--- config.mk ---
export PLATFORM = sky130hd
export DESIGN_NAME = imm_gen_pipe
export DESIGN_NICKNAME = d
export VERILOG_FILES = /design/src/rtl/imm_gen_pipe.sv
export SDC_FILE = /design/constraint.sdc
export NUM_CORES = 1
export LEC_CHECK = 0
export ABC_CLOCK_PERIOD_IN_PS = 2200
export CAP_MARGIN = 20
export CELL_PAD_IN_SITES_DETAIL_PLACEMENT = 0
export CELL_PAD_IN_SITES_GLOBAL_PLACEMENT = 2
export CORE_ASPECT_RATIO = 0.75
export CORE_MARGIN = 2
export CORE_UTILIZATION = 30
export CTS_CLUSTER_DIAMETER = 100
export DETAILED_ROUTE_END_ITERATION = 6
export PLACE_DENSITY = 0.89
export SLEW_MARGIN = 20
export SYNTH_ARGS = -nofsm -noshare
export SYNTH_HDL_FRONTEND = slang
export SYNTH_SLANG_ARGS = --single-unit
export TNS_END_PERCENT = 5
--- constraint.sdc ---
create_clock -name clk -period 2.2 [get_ports clk]
set_input_delay 0.22 -clock clk [delete_from_list [all_inputs] [get_ports clk]]
set_output_delay 0.22 -clock clk [all_outputs]
set_load 0.05 [all_outputs]
--- src/rtl/imm_gen_pipe.sv ---
// RISC-V immediate extractor with a two-entry (output + skid) valid/ready pipeline.
// Decode is combinational on instr; only the decoded result is stored.
module imm_gen_pipe #(
  parameter int WIDTH = 32
) (
  input  logic             clk,
  input  logic             rst,
  input  logic             in_valid,
  output logic             in_ready,
  input  logic [31:0]      instr,
  output logic             out_valid,
  input  logic             out_ready,
  output logic [WIDTH-1:0] imm_out,
  output logic [2:0]       imm_type,
  output logic             illegal
);

  localparam logic [2:0] T_I     = 3'd0;
  localparam logic [2:0] T_S     = 3'd1;
  localparam logic [2:0] T_B     = 3'd2;
  localparam logic [2:0] T_U     = 3'd3;
  localparam logic [2:0] T_J     = 3'd4;
  localparam logic [2:0] T_SHAMT = 3'd5;
  localparam logic [2:0] T_CSR   = 3'd6;
  localparam logic [2:0] T_NONE  = 3'd7;

  localparam logic [6:0] OP_LOAD   = 7'b0000011;
  localparam logic [6:0] OP_IMM    = 7'b0010011;
  localparam logic [6:0] OP_JALR   = 7'b1100111;
  localparam logic [6:0] OP_STORE  = 7'b0100011;
  localparam logic [6:0] OP_BRANCH = 7'b1100011;
  localparam logic [6:0] OP_LUI    = 7'b0110111;
  localparam logic [6:0] OP_AUIPC  = 7'b0010111;
  localparam logic [6:0] OP_JAL    = 7'b1101111;
  localparam logic [6:0] OP_SYSTEM = 7'b1110011;

  logic [6:0]  opcode;
  logic [2:0]  funct3;
  logic [63:0] imm_i, imm_s, imm_b, imm_u, imm_j, imm_sh, imm_z;
  logic [63:0] dec_full;
  logic [WIDTH-1:0] dec_imm;
  logic [2:0]  dec_type;
  logic        dec_ill;

  assign opcode = instr[6:0];
  assign funct3 = instr[14:12];

  // All candidates are built at 64 bits and truncated, so sign extension always tracks instr[31].
  assign imm_i  = {{52{instr[31]}}, instr[31:20]};
  assign imm_s  = {{52{instr[31]}}, instr[31:25], instr[11:7]};
  assign imm_b  = {{51{instr[31]}}, instr[31], instr[7], instr[30:25], instr[11:8], 1'b0};
  assign imm_u  = {{32{instr[31]}}, instr[31:12], 12'b0};
  assign imm_j  = {{43{instr[31]}}, instr[31], instr[19:12], instr[20], instr[30:21], 1'b0};
  assign imm_sh = (WIDTH == 64) ? {58'b0, instr[25:20]} : {59'b0, instr[24:20]};
  assign imm_z  = {59'b0, instr[19:15]};

  always_comb begin
    dec_full = 64'b0;
    dec_type = T_NONE;
    dec_ill  = 1'b1;
    case (opcode)
      OP_IMM: begin
        dec_ill = 1'b0;
        if (funct3 == 3'b001 || funct3 == 3'b101) begin
          dec_full = imm_sh;
          dec_type = T_SHAMT;
        end else begin
          dec_full = imm_i;
          dec_type = T_I;
        end
      end
      OP_LOAD, OP_JALR: begin
        dec_full = imm_i;
        dec_type = T_I;
        dec_ill  = 1'b0;
      end
      OP_STORE: begin
        dec_full = imm_s;
        dec_type = T_S;
        dec_ill  = 1'b0;
      end
      OP_BRANCH: begin
        dec_full = imm_b;
        dec_type = T_B;
        dec_ill  = 1'b0;
      end
      OP_LUI, OP_AUIPC: begin
        dec_full = imm_u;
        dec_type = T_U;
        dec_ill  = 1'b0;
      end
      OP_JAL: begin
        dec_full = imm_j;
        dec_type = T_J;
        dec_ill  = 1'b0;
      end
      OP_SYSTEM: begin
        if (funct3 != 3'b000) begin
          dec_full = imm_z;
          dec_type = T_CSR;
          dec_ill  = 1'b0;
        end
      end
      default: begin
        dec_full = 64'b0;
        dec_type = T_NONE;
        dec_ill  = 1'b1;
      end
    endcase
  end

  assign dec_imm = dec_full[WIDTH-1:0];

  logic             out_v_q, skid_v_q, in_rdy_q;
  logic [WIDTH-1:0] out_imm_q, skid_imm_q;
  logic [2:0]       out_type_q, skid_type_q;
  logic             out_ill_q, skid_ill_q;
  logic             in_fire, out_free, skid_v_nxt;

  assign in_fire  = in_valid & in_rdy_q;
  assign out_free = ~out_v_q | out_ready;

  // The skid register only fills while the output is stalled; any free output slot drains it.
  always_comb begin
    skid_v_nxt = skid_v_q;
    if (out_free)
      skid_v_nxt = 1'b0;
    else if (in_fire)
      skid_v_nxt = 1'b1;
  end

  always_ff @(posedge clk) begin
    if (rst) begin
      out_v_q     <= 1'b0;
      out_imm_q   <= '0;
      out_type_q  <= T_NONE;
      out_ill_q   <= 1'b0;
      skid_v_q    <= 1'b0;
      skid_imm_q  <= '0;
      skid_type_q <= T_NONE;
      skid_ill_q  <= 1'b0;
      in_rdy_q    <= 1'b0;
    end else begin
      skid_v_q <= skid_v_nxt;
      in_rdy_q <= ~skid_v_nxt;
      if (out_free) begin
        if (skid_v_q) begin
          out_v_q    <= 1'b1;
          out_imm_q  <= skid_imm_q;
          out_type_q <= skid_type_q;
          out_ill_q  <= skid_ill_q;
        end else if (in_fire) begin
          out_v_q    <= 1'b1;
          out_imm_q  <= dec_imm;
          out_type_q <= dec_type;
          out_ill_q  <= dec_ill;
        end else begin
          out_v_q <= 1'b0;
        end
      end else if (in_fire) begin
        skid_imm_q  <= dec_imm;
        skid_type_q <= dec_type;
        skid_ill_q  <= dec_ill;
      end
    end
  end

  assign in_ready  = in_rdy_q;
  assign out_valid = out_v_q;
  assign imm_out   = out_imm_q;
  assign imm_type  = out_type_q;
  assign illegal   = out_ill_q;

endmodule

==> summary.md <==
| Metric | Value |
|---|---|
| Largest cells by area after synthesis | dfxtp_1 42%, nand2_1 5.7%, a311oi_1 5.4%, nor2_1 5.0%, a221oi_2 4.2% |
| Port Buffers | 73 |
| Ys flop type | dfxtp_1 |
| Crit path kind | in2reg |
| Crit path buffers/inverters | 1 |
| Post_cts resized | 0 |
| Remaining DRCs | 0 |
| Vias in the first global route | 3466 |
| Die ar. | 12800 um2 |
| Leak | 1.627 nW |
| Largest net degree at the start of global routing | 49 |
| Status | finished, final reports clean |
| Core Util, Final | 0.4198 |
| Total GRT Usage | 0.1792 |
| Starting Density | 0.3074 |
| Initial antenna violation count | 0 |
| Max Clock Skew | 0.003063 ns |
| Clk_lat worst skew | 0.33 ns |
| Via count | 3474 |
| RR Startpoint | out_valid |
| Type of the most critical hold path | in2reg |
| Detailed router's first-iteration violation count | 260 |
| Final slew viol count | 0 |
| Worst path arrival time | 2.13 ns |
| Htree depth | 3 |
| Share of layout cells above drive strength 1 | 0.1457 |
| Endpoints failing setup | 0 |
| Worst Max-Slew Pin Slew | 0.9554 ns |
| Fin crit share | 0.8885 |
| Ant diodes | 0 |
| Clk sink count | 75 |
| Post-synth EDFFs | 0 |
| Worst Path Required | 2.38 ns |
| Post-CTS Setup Bufs | 0 |
| CTS Hold Bufs | 0 |
| Crit-path leading delay family | compound AO/OA/AOI/OAI gates |
| Root Driver | clkbuf_16 |
| Number of nets in the layout | 540 |
| Rows | 34 |
| Die Ht | 98.47 um |
| Register area share after synthesis | 0.4206 |
| Fraction of registers with async set/reset | 0 |
| Final min period | 1.955 ns |
| Worst Reg-to-Reg Cells | 4 |
| R2R Path End | skid_imm_q[26] |
| Cell Area, Synth | 3570 um2 |
| Fmax | 0.5116 GHz |
| Area Overhead vs Synth | 36.59% |
| ANT nets after route | 0 |
| R2R setup slack | 0.37 ns |
| Crit-path cells | clkdlybuf4s50_1 > and4bb_2 > o21ai_2 > o22ai_4 > a21oi_1 > a211oi_1 |
| Hold Crit Depth | 2 |
| Chip Width | 130.0 um |
| Core area | 11610 um2 |
| Syn nets | 460 |
| CTS Buf Count | 9 |
| Max-Slew Margin vs Limit | 0.3631 |
| Hold Crit Start | rst |
| Maximum vdd drop | 0.0003896 V |
| Gpl congestion | 0.8000 |
| Post-synthesis cell count | 424 |
| Power per Cell Area | 695.9 nW/um2 |
| CTS tree | yes |
| Unique masters post-synth | 44 |
| Clock transition at path regs | 0.06 ns |
| Register bit total from synthesis | 75 |
| Syn Area/Cell | 8.419 um2 |
| Pwr Total | 3.393 mW |
| Vias/cell | 5.185 |
| Worst-path maximum fanout | 11 |
| Number of synthesis warnings | 0 |
| CP Capture Type | flop |
| Total gr overflow | 0 |
| Max-Cap Viols | 0 |
| Post-DP HPWL | 7970 um |
| Worst Setup Start Kind | input port |
| Clock buffer depth | 2 |
| Yosys top cell by area | dfxtp_1 |
| Mean routed wirelength per cell | 16.55 um |
| Routed WL | 11090 um |
| Global-route wire length before repair | 18070 um |
| I/O pin count | 74 |
| Top-area cell type share of the netlist area | 0.4206 |
| CP max-delay cell | a21oi_1 |
| Unrepaired setup endpoints after global routing | false |
| Pre-antenna DRT Iters | 4 |
| Final Hold Viols | 0 |
| Worst hold endpoint | imm_out[11] |
| Slowest cell delay on critical path | 0.77 ns |
-- metal layers --
| metal | up-vias | track usage | routed length (um) |
|---|---|---|---|
| met1 | 1654 | 0.2553 | 5532 |
| met4 | 0 | 0.03226 | 55 |
| met2 | 87 | 0.2783 | 4961 |
| met5 | - | 0 | 0 |
| li1 | 1725 | - | - |
| met3 | 8 | 0.04397 | 538 |
-- synthesized netlist by cell type, types with 2 or more instances --
cell / n
a211o_1: 2
a211oi_1: 19
a21oi_1: 29
a221oi_2: 10
a311oi_1: 22
a31oi_1: 6
a32o_1: 5
and3_1: 10
buf_2: 12
buf_4: 4
buf_6: 3
clkbuf_1: 20
dfxtp_1: 75
inv_1: 2
nand2_1: 54
nand2b_1: 2
nand3_1: 16
nand4bb_1: 2
nor2_1: 48
nor2b_1: 4
nor3_1: 15
nor3_2: 3
nor4_1: 2
o21a_1: 4
o21ai_0: 18
o21ai_2: 2
o21bai_1: 9
o22ai_1: 2
o2bb2ai_1: 6
or2_1: 3
or3_1: 2
-- placed cells by master, fill, tap and decap left out, drive strengths merged, types with 3 or more instances in the layout --
cell           instances
a221oi                11
nor2b                  4
o21ai                 20
nand3                 16
and3                  10
a32o                   5
clkdlybuf4s50         72
o21bai                 9
a21oi                 29
o21a                   4
buf                   37
o22ai                  3
a211oi                19
or2                    4
a311oi                22
nor3                  18
a31oi                  6
o2bb2ai                6
nand2                 54
nor2                  49
dfxtp                 75
clkbuf                12
-- layout make-up --
cell class	instances	area (um2)
fill	1149	6738
multi-input combinational	307	1863
sequential	75	1501
timing repair buffer	109	1021
clock buffer	12	256.5
tap	162	202.7
clock inverter	3	23.77
inverter	2	7.507
-- registers in the layout, indices dropped and copies added, names as in the netlist --
| signal | count |
|---|---|
| skid_type_q | 3 |
| out_valid | 1 |
| in_ready | 1 |
| skid_imm_q | 32 |
| skid_v_q | 1 |
| imm_out | 32 |
| skid_ill_q | 1 |
| illegal | 1 |
| imm_type | 3 |
-- cells by family after synthesis --
kind of cell	count (synthesis)	synth area share
AOI/OAI and AO/OA	139	0.2969
muxes	1	0.002804
DFF	75	0.4206
and+or+nand+nor	167	0.2208
buffers and inverters	42	0.05888
-- power breakdown --
group	internal [mW]	total [mW]	switching (mW)
combinational	0.232	0.584	0.353
sequential	1.41	1.44	0.0282
clock	0.821	1.37	0.553
-- per-stage QoR --
stage | setup TNS, ns | hold WS [ns] | cells | worst slack (ns) | cell area [um2]
finish | 0 | 0.2306 | 670 | 0.2453 | 4876
global route | 0 | 0.2513 | 670 | 0.1148 | 4876
CTS | 0 | 0.2257 | 670 | 0.2517 | 4876
detailed placement | -0.8267 | 0.4435 | 655 | -0.09113 | 4596
global placement | -0.1908 | 0.4389 | 655 | -0.02130 | 4596
floorplan | 0 | 0.3675 | 424 | 0.3328 | 3570
-- worst register-to-register path: stages, from the launching register on --
cell and delay [ns]:
dfxtp_1 0.35, nor2b_1 0.25, nand3_1 0.14, a21oi_1 0.75, a211oi_1 0.18
-- worst max path at each step --
stage / from / end / cells past startpoint
6_report: instr[2] / skid_imm_q[26] / 6
5_1_grt: instr[2] / skid_imm_q[24] / 6
4_1_cts: instr[2] / skid_imm_q[26] / 6
3_5_place_dp: instr[2] / skid_imm_q[25] / 6
3_3_place_gp: instr[2] / skid_imm_q[26] / 6
2_1_floorplan: in_ready / skid_imm_q[12] / 5
No activity file was read; power rests on OpenSTA's default activity.
